--- config.mk ---
export PLATFORM = sky130hd
export DESIGN_NAME = keypad_modport
export DESIGN_NICKNAME = d
export VERILOG_FILES = /design/src/rtl/keypad_modport.sv
export SDC_FILE = /design/constraint.sdc
export NUM_CORES = 1
export LEC_CHECK = 0
export CORE_MARGIN = 10
export CORE_UTILIZATION = 62
export DETAILED_ROUTE_END_ITERATION = 16
export PLACE_DENSITY_LB_ADDON = 0.3
export SYNTH_ARGS = -nofsm -noshare
export SYNTH_HDL_FRONTEND = slang
export SYNTH_SLANG_ARGS = --single-unit
--- constraint.sdc ---
create_clock -name clk -period 3.8 [get_ports clk]
set_clock_uncertainty 0.2 [all_clocks]
set_input_delay 0.76 -clock clk [delete_from_list [all_inputs] [get_ports clk]]
set_output_delay 0.76 -clock clk [all_outputs]
set_load 0.02 [all_outputs]
--- src/rtl/keypad_modport.sv ---
// keypad_modport: 4x4 matrix-keypad combination lock.
//
// Scans the keypad one column at a time, debounces key presses so that a
// held key is accepted once, collects four-key entries and compares them to
// PASSCODE. Too many wrong entries, or an external breach, latch the alarm
// until reset.
//
// Ports:
//   clk               system clock, rising-edge active
//   rst               asynchronous active-low reset
//   is_breach         external breach detect, active-high level
//   row[3:0]          keypad row returns, active-high
//   is_enabled        high while unlocked
//   led               status LED (steady in UNLOCKED, blinking in ALARM)
//   alert_authorities alarm line
//   col[3:0]          one-hot active-high column drive
module keypad_modport #(
  parameter int          SCAN_DIV     = 4,
  parameter logic [15:0] PASSCODE     = 16'h0124,
  parameter int          MAX_ATTEMPTS = 3,
  parameter int          BLINK_CYCLES = 8
) (
  input  logic       clk,
  input  logic       rst,
  input  logic       is_breach,
  input  logic [3:0] row,
  output logic       is_enabled,
  output logic       led,
  output logic       alert_authorities,
  output logic [3:0] col
);

  localparam int DW = (SCAN_DIV > 1) ? $clog2(SCAN_DIV) : 1;
  localparam int BW = (BLINK_CYCLES > 1) ? $clog2(BLINK_CYCLES) : 1;
  localparam logic [DW-1:0] DIV_LAST   = DW'(SCAN_DIV - 1);
  localparam logic [BW-1:0] BLINK_LAST = BW'(BLINK_CYCLES - 1);
  localparam logic [2:0]    ATT_MAX    = 3'(MAX_ATTEMPTS);

  typedef enum logic [1:0] {LOCKED, UNLOCKED, ALARM} state_t;

  logic [3:0]    r_col;
  logic [DW-1:0] r_divCnt;
  logic          r_idle;
  logic [1:0]    r_quietCnt;
  state_t        r_state, w_stateNext;
  logic [15:0]   r_entry, w_entryNext;
  logic [2:0]    r_keyCnt, w_keyCntNext;
  logic [2:0]    r_attempts, w_attemptsNext;
  logic          r_enabled, r_led, r_alert;
  logic [BW-1:0] r_blinkCnt;

  logic       w_sample;
  logic       w_keyAccept;
  logic [1:0] w_rowIdx;
  logic [1:0] w_colIdx;
  logic [3:0] w_keyCode;
  logic [2:0] w_attemptsInc;

  // Rows are only looked at on the final cycle of a column's dwell, giving
  // the keypad lines time to settle after the column switches.
  assign w_sample      = (r_divCnt == DIV_LAST);
  assign w_keyAccept   = w_sample && (row != 4'b0000) && r_idle;
  assign w_keyCode     = {w_rowIdx, w_colIdx};
  assign w_attemptsInc = r_attempts + 3'd1;

  // Lowest closed row wins when several keys in one column are down.
  always_comb begin
    w_rowIdx = 2'd0;
    if (row[0])      w_rowIdx = 2'd0;
    else if (row[1]) w_rowIdx = 2'd1;
    else if (row[2]) w_rowIdx = 2'd2;
    else if (row[3]) w_rowIdx = 2'd3;
  end

  always_comb begin
    w_colIdx = 2'd0;
    case (r_col)
      4'b0010: w_colIdx = 2'd1;
      4'b0100: w_colIdx = 2'd2;
      4'b1000: w_colIdx = 2'd3;
      default: w_colIdx = 2'd0;
    endcase
  end

  // Column scanner plus debounce: after an accept, the idle flag returns
  // only once four consecutive samples (one whole scan) saw no key at all.
  always_ff @(posedge clk or negedge rst) begin
    if (!rst) begin
      r_col      <= 4'b0001;
      r_divCnt   <= '0;
      r_idle     <= 1'b1;
      r_quietCnt <= 2'd0;
    end else if (w_sample) begin
      r_divCnt <= '0;
      r_col    <= {r_col[2:0], r_col[3]};
      if (row != 4'b0000) begin
        r_quietCnt <= 2'd0;
        r_idle     <= 1'b0;
      end else if (r_quietCnt == 2'd3) begin
        r_idle <= 1'b1;
      end else begin
        r_quietCnt <= r_quietCnt + 2'd1;
      end
    end else begin
      r_divCnt <= r_divCnt + 1'b1;
    end
  end

  always_ff @(posedge clk or negedge rst) begin
    if (!rst) begin
      r_state    <= LOCKED;
      r_entry    <= 16'h0000;
      r_keyCnt   <= 3'd0;
      r_attempts <= 3'd0;
    end else begin
      r_state    <= w_stateNext;
      r_entry    <= w_entryNext;
      r_keyCnt   <= w_keyCntNext;
      r_attempts <= w_attemptsNext;
    end
  end

  // A full entry (count of 4) is compared on the cycle after the fourth
  // key; a key can never arrive in that cycle because it is the first cycle
  // of a new column dwell. Breach overrides everything.
  always_comb begin
    w_stateNext    = r_state;
    w_entryNext    = r_entry;
    w_keyCntNext   = r_keyCnt;
    w_attemptsNext = r_attempts;
    case (r_state)
      LOCKED: begin
        if (r_keyCnt == 3'd4) begin
          w_entryNext  = 16'h0000;
          w_keyCntNext = 3'd0;
          if (r_entry == PASSCODE) begin
            w_stateNext    = UNLOCKED;
            w_attemptsNext = 3'd0;
          end else begin
            w_attemptsNext = w_attemptsInc;
            if (w_attemptsInc == ATT_MAX) w_stateNext = ALARM;
          end
        end else if (w_keyAccept) begin
          w_entryNext  = {r_entry[11:0], w_keyCode};
          w_keyCntNext = r_keyCnt + 3'd1;
        end
      end
      UNLOCKED: begin
        if (w_keyAccept && (w_keyCode == 4'hF)) begin
          w_stateNext  = LOCKED;
          w_entryNext  = 16'h0000;
          w_keyCntNext = 3'd0;
        end
      end
      ALARM: begin
        w_stateNext = ALARM;
      end
      default: begin
        w_stateNext = LOCKED;
      end
    endcase
    if (is_breach) w_stateNext = ALARM;
  end

  // Outputs follow the state register one cycle later. In ALARM the LED
  // starts lit on the first alarm output cycle and toggles every
  // BLINK_CYCLES cycles.
  always_ff @(posedge clk or negedge rst) begin
    if (!rst) begin
      r_enabled  <= 1'b0;
      r_led      <= 1'b0;
      r_alert    <= 1'b0;
      r_blinkCnt <= '0;
    end else begin
      r_enabled <= (r_state == UNLOCKED);
      r_alert   <= (r_state == ALARM);
      if (r_state != ALARM) begin
        r_led      <= (r_state == UNLOCKED);
        r_blinkCnt <= '0;
      end else if (!r_alert) begin
        r_led      <= 1'b1;
        r_blinkCnt <= '0;
      end else if (r_blinkCnt == BLINK_LAST) begin
        r_led      <= ~r_led;
        r_blinkCnt <= '0;
      end else begin
        r_blinkCnt <= r_blinkCnt + 1'b1;
      end
    end
  end

  assign col               = r_col;
  assign is_enabled        = r_enabled;
  assign led               = r_led;
  assign alert_authorities = r_alert;

endmodule

# == After elaboration in Yosys (flattened, before gate mapping) ==
# Index checks and enable logic that the tools add are counted.
# Widths: inputs -> output; s select.
# classes
mul,0
add_sub_neg,5
eq_ne,20
n_shift,0
n_lt_le_gt_ge,0
muxes,31
div,0
reduce_logical,12
n_bitwise,1
# ops
op,count
$mux 16,3
$pmux 16 s2,1
$mux 2,12
$mux 3,7
$eq 16x9->1 const B,1
$pmux 2 s3,2
$add 3x1->3 const B,3
$ne 3x3->1 const B,3
$eq 4x4->1 const B,2
$eq 2x2->1 const B,3
$eq 3x3->1 const B,2
$ne 2x2->1 const B,3
$pmux 3 s2,1
$reduce_and 2->1,3
$reduce_and 3->1,2
$mux 1,5
$add 2x1->2 const B,2
$eq 4x2->1 const B,1
$eq 4x3->1 const B,1
$ne 4x4->1 const B,1
$reduce_bool 2->1,2
$reduce_bool 4->1,1
$eq 3x2->1 const B,1
$logic_and 1x1->1,3
other kinds (4),4
# word_totals
elab_cells,81
latchBits,0
rom_bits,0
in_bits,7
reg_bits,39
out_inout_bits,7
mem_count,0
mem_bits_rw,0

# == Depth between registers and ports, before layout ==
# Gate-level depths: netlist of the first run.
# logic_depth
word_depth,9
ltp_mapped,8
depth_no_buf,6

# == Worst setup path after synthesis of the first run ==
# OpenSTA, ideal clock, no wires.
# synth_timing
kind,input to register
startpoint,input row[1]
endpoint,register r_entry[0]
path_buffers,1
required_time_ns,3.475
stages,5
slack_ns,1.455
arrival_ns,2.020
setup_ns,0.125
path_cell_list,or4_4 -> nor2_1 -> a41o_1 -> buf_6 -> mux2_2
# synth_between
elab_chain_len,6
elab_cells_between_ends,10
cone_classes,eq/ne: 3; mux: 2; reduce/logical: 5
# synth_rtl
item,line,source
from (decl),26,"input logic [3:0] row,"
$mux 2 or $reduce_bool 4->1 (tied branches),"70, 62",
$mux 2 or $logic_and 1x1->1 (tied branches),"69, 62",
$eq 4x4->1 or $logic_and 1x1->1 (tied branches),"149, 62",
$logic_and 1x1->1,149,if (w_keyAccept && (w_keyCode == 4'hF)) begin
$ne 2x2->1 (no line),-,
$reduce_and 3->1 (no line) (*),-,
to (signal assigned),117,r_entry <= w_entryNext;
to (decl),46,"logic [15:0] r_entry, w_entryNext;"
# Mark *: on every way between the ends. The rest lies on a longest branch, timed or not.
# A chain may end at the register's enable or synchronous reset.

# == Final worst setup path of the first run ==
# layout_timing
startpoint,input row[1]
endpoint,register r_entry[10]
# The elaborated chain is that of the path after synthesis.

==> results of run 1 <==
## state kept, by name, indices dropped and copies added, names as in the netlist, 2 cells and up
| register | count |
|---|---|
| r_state | 2 |
| r_blinkCnt | 3 |
| r_quietCnt | 2 |
| col | 4 |
| r_attempts | 3 |
| r_entry | 16 |
| r_keyCnt | 3 |
| r_divCnt | 2 |
## routing by layer
layer,global-route usage,vias to the layer above
met2,0.243,29
met4,0.0722,0
met5,0,-
met1,0.169,654
met3,0.0469,10
li1,-,635
## where the power goes
group / internal (mW) / switching, mW / total, mW
Combinational: 0.0532 / 0.0504 / 0.104
Clock: 0.0897 / 0.134 / 0.224
Sequential: 0.441 / 0.0136 / 0.455
## worst paths after layout
path                                       to  slack, ps  cells past startpoint
worst max-delay path              r_entry[10]        920                      6
worst min-delay path              r_divCnt[0]        240                      1
worst max register to register    r_entry[10]        990                      6
worst min register to register    r_divCnt[0]        240                      1
max in group asynchronous          r_entry[7]       1870                      2
min in group asynchronous       r_blinkCnt[2]        780                      1
## logic make-up after synthesis
logic type	after synthesis	share of synthesized area
XOR/XNOR	3	0.0137
adder cells (fa/ha/maj)	8	0.0523
AO/OA/AOI/OAI	18	0.0719
buffers and inverters	21	0.0582
multiplexers	20	0.110
flip-flops	39	0.511
AND/OR/NAND/NOR	64	0.183
## final cells by class
| class | instances | area [um2] | share of cell area |
|---|---|---|---|
| Timing Repair Buffer | 16 | 153 | 0.0720 |
| Clock inverter | 1 | 5.00 | 0.00236 |
| Multi-Input combinational cell | 113 | 825 | 0.389 |
| Clock buffer | 7 | 55.1 | 0.0260 |
| Tap cell | 33 | 41.3 | 0.0195 |
| Inverter | 17 | 63.8 | 0.0301 |
| Sequential cell | 39 | 978 | 0.461 |
## placed cells by master, fill, tap and decap left out, types with 5 or more instances in the layout
cell             instances
ha_1                     8
inv_1                   17
clkdlybuf4s50_1         13
clkbuf_4                 5
nor2_1                   9
nor4_1                   5
nand2_1                 26
mux2_2                   8
mux2i_1                 12
dfrtp_1                 37
## per-stage QoR
stage,power [mW],cell area (um2),setup slack (ps),util
2_1_floorplan,0.522,1910,1450,-
3_3_place_gp,0.559,2060,678,0.686
3_5_place_dp,0.568,2060,543,0.686
4_1_cts,0.787,2120,924,0.706
5_1_grt,0.822,2120,839,0.706
6_report,0.782,2120,921,0.706
==> results.ini, run 1 <==
[die]
core_um2=3000
die_y_um=75.6
row_count=20
io_pins=14
initial_utilization=0.638
die_w_um=75.6
dieArea_um2=5710

[synth]
synth_fp_nets=188
synthCells=173
synth_area_leader_cell=dfrtp_1
ys_warn_count=0
synth_edf_count=0
ys_seq_area_frac=0.511
synthTopCellsByArea=dfrtp_1 (48%), mux2i_1 (6.3%), ha_1 (5.2%)
synth_flop_cell=dfrtp_1
async_flop_share=1.00
yosysTopAreaCellShare=0.484
syn_area_per_cell_um2=11.1
ys_ff_latch=39
synthesis.area_um2=1910
synth_most_common_cell=dfrtp_1
synth_cell_types=39
synthTopCellsByCount=dfrtp_1 (37), nand2_1 (26), inv_1 (17)

[grt]
grtUsageTotal=0.147
grt_overflow=0
antenna_found_initial=0
grt_max_degree=26
grt_pass1_wl_mm=6.38
grt_pass1_vias=1394

[clock_tree]
numCtsBuffers=5
cts_setup_buffers=0
clkSinkCount=39
insertion_delay_ps=360
ctsHoldBuffers=0
tritoncts=done
cts-root-buf=clkbuf_4
path_clk_slew_ps=100
cts_buffer_depth=2
htreeDepth=2
cts_resized=0

[min_path]
min_from=r_divCnt[0]
min_path_type=reg -> reg

[layout]
fin_cells=226
synthToLayoutAreaGrowth_pct=10.8
antennaDiodeCount=0
drive_gt1_frac=0.119
fillers=238
nets=207

[timing]
min_period_ps=2880
setup_viol=0
rsz0062_at_grt=false
worst_slew_pin_slew_ps=1090
fmax_ghz=0.347
timing.hold.ws_ps=235
slew_violations=0
slew_headroom=0.273
hold_viol=0
timing.final.crit_share=0.758
fin_setup_tns_ps=0

[worst_setup_path]
arrival_ps=2950
path_delay_family=buffers and inverters
cp-start-kind=primary input
required_ps=3870
critPathBufInv=2
critPathKind=in -> reg
cp_max_fo=11
critical_path.max_stage_delay_ps=570
timing.critical_path.from=row[1]
end_kind=register
path_cells=clkdlybuf4s50_1, or4_4, nor2_1, a41o_1, buf_4, mux2i_1
cpMaxStageDelayCell=or4_4
reg2reg_from=r_divCnt[0]

[detailed_routing]
num_vias=1328
maxUsedRoutingLayer=met4
routed-wl-met3_um=219
drc=0
drt.antenna.violating_nets=0
drtPass1Iterations=4
drtIter0Drc=84
drt-met1-wl_mm=1.53
viasPerCell=5.88
post_drt_wl_per_cell_um=16.2
wl_mm=3.66
wl_met2_mm=1.83

[placed_design]
io_buffers=13
hpwl_mm=2.74
dp_cells=218
place_congestion=0.777

[power_and_ir_drop]
ir_drop_uv=259
pwr_density_cell_nw_per_um2=369
p_leak_nw=1.05

[run]
maxCapViolations=0

[outcome]
status=finished, final reports clean

Note: power is estimated with default switching activity, not from simulation.
==> inputs of run 2 (changes only) <==
--- a/config.mk
+++ b/config.mk
@@ -6,7 +6,7 @@
 export NUM_CORES = 1
 export LEC_CHECK = 0
 export CORE_MARGIN = 10
-export CORE_UTILIZATION = 62
+export CORE_UTILIZATION = 57
 export DETAILED_ROUTE_END_ITERATION = 16
 export PLACE_DENSITY_LB_ADDON = 0.3
 export SYNTH_ARGS = -nofsm -noshare
==> constraint.sdc (replaced) <==
create_clock -name clk -period 2.9 [get_ports clk]
set_clock_uncertainty 0.2 [all_clocks]
set_input_delay 0.58 -clock clk [delete_from_list [all_inputs] [get_ports clk]]
set_output_delay 0.58 -clock clk [all_outputs]
set_load 0.02 [all_outputs]
==> results.ini, run 2 (synthesis results as in run 1) <==
[outcome]
status=finished, final reports clean

[placed_design]
io_buffers=13
hpwl_mm=2.89
place_congestion=0.774
place_ws_ps=126

[worst_setup_path]
critPathKind=in -> reg
r2r_slack_ps=720
end_kind=register
r2r_end=r_entry[11]
cp-start-kind=primary input
reg2reg_depth=7
arrival_ps=2470
cp_max_fo=12
reg2reg_from=r_keyCnt[0]
timing.critical_path.from=row[1]
required_ps=2980

[timing]
slew_headroom=0.639
setup_slack_ps=507
fmax_ghz=0.418
timing.final.crit_share=0.825
setup_viol=0
rsz0062_at_grt=false
slew_violations=0
hold_viol=0
worst_slew_pin_slew_ps=540
min_period_ps=2390
fin_setup_tns_ps=0

[detailed_routing]
viasPerCell=5.44
drtPass1Iterations=4
num_vias=1321
drc=0
drtIter0Drc=77
wl_mm=3.70
post_drt_wl_per_cell_um=15.2
drt.antenna.violating_nets=0

[min_path]
worstHoldPathCells=1
min_from=r_divCnt[0]
min_path_type=reg -> reg
whs_endpoint=r_divCnt[0]

[grt]
grt_overflow=0
grtUsageTotal=0.135
grt_max_degree=15
grt_pass1_vias=1451
antenna_found_initial=0
grt_pass1_wl_mm=6.63

[power_and_ir_drop]
ir_drop_uv=309
p_leak_nw=1.08
pwr_density_cell_nw_per_um2=472

[die]
die_w_um=78.0
core_um2=3130
io_pins=14
initial_utilization=0.612
dieArea_um2=6080
row_count=20
die_y_um=78.0

[clock_tree]
cts-root-buf=clkbuf_4
insertion_delay_ps=350
clkSinkCount=39
cts_resized=0
cts_buffer_depth=2
ctsHoldBuffers=0
htreeDepth=2
tritoncts=done
cts_setup_buffers=0
numCtsBuffers=5
path_clk_slew_ps=120

[run]
maxCapViolations=0

[layout]
nets=213
largest-register=r_entry
mostFrequentLayoutCells=dfrtp_1 (37), nand2_1 (26), inv_1 (17)
largest_register_ffs=16
drive_gt1_frac=0.146
synthToLayoutAreaGrowth_pct=13.9
antennaDiodeCount=0
fillers=242
mostFrequentLayoutCell=dfrtp_1

-- run 2: power by group --
group	switching, mW	internal (mW)
Combinational	0.0658	0.0735
Clock	0.175	0.118
Sequential	0.0180	0.578
-- run 2: worst max-delay path, stage by stage --
cell and delay [ps]:
clkdlybuf4s50_1 420, or4_4 540, nor2_1 100, a41o_1 320
buf_4 280, mux2i_1 230
-- run 2: cell type report --
class / instances / area, um2 / area share
Clock inverter: 1 / 5.00 / 0.00230
Clock buffer: 7 / 55.1 / 0.0253
Tap cell: 44 / 55.1 / 0.0253
Timing Repair Buffer: 22 / 198 / 0.0907
Multi-Input combinational cell: 113 / 825 / 0.378
Sequential cell: 39 / 978 / 0.449
Inverter: 17 / 63.8 / 0.0293
-- run 2: routing by layer --
layer	up-vias	wire [um]	track usage
met2	19	1890	0.232
met5	-	0	0
li1	647	-	-
met4	0	42	0.0681
met1	651	1590	0.146
met3	4	181	0.0438
-- run 2: worst max path at each step --
stage,cells past startpoint,slack [ps],end
after CTS,6,500,r_entry[11]
after global placement,6,210,r_entry[5]
after floorplan,5,730,r_entry[0]
final,6,510,r_entry[11]
after detailed placement,6,130,r_entry[11]
after global routing,6,430,r_entry[13]
-- run 2: per-stage QoR --
step                      instances  utilization  total power, mW  hold slack [ps]  cell area, um2
after detailed placement        235        0.678            0.751              223            2120
final                           243        0.697             1.03              231            2180
after CTS                       243        0.697             1.04              238            2180
after global placement          235        0.678            0.735              217            2120
after floorplan                 173            -            0.684             84.4            1910
after global routing            243        0.697             1.09              264            2180
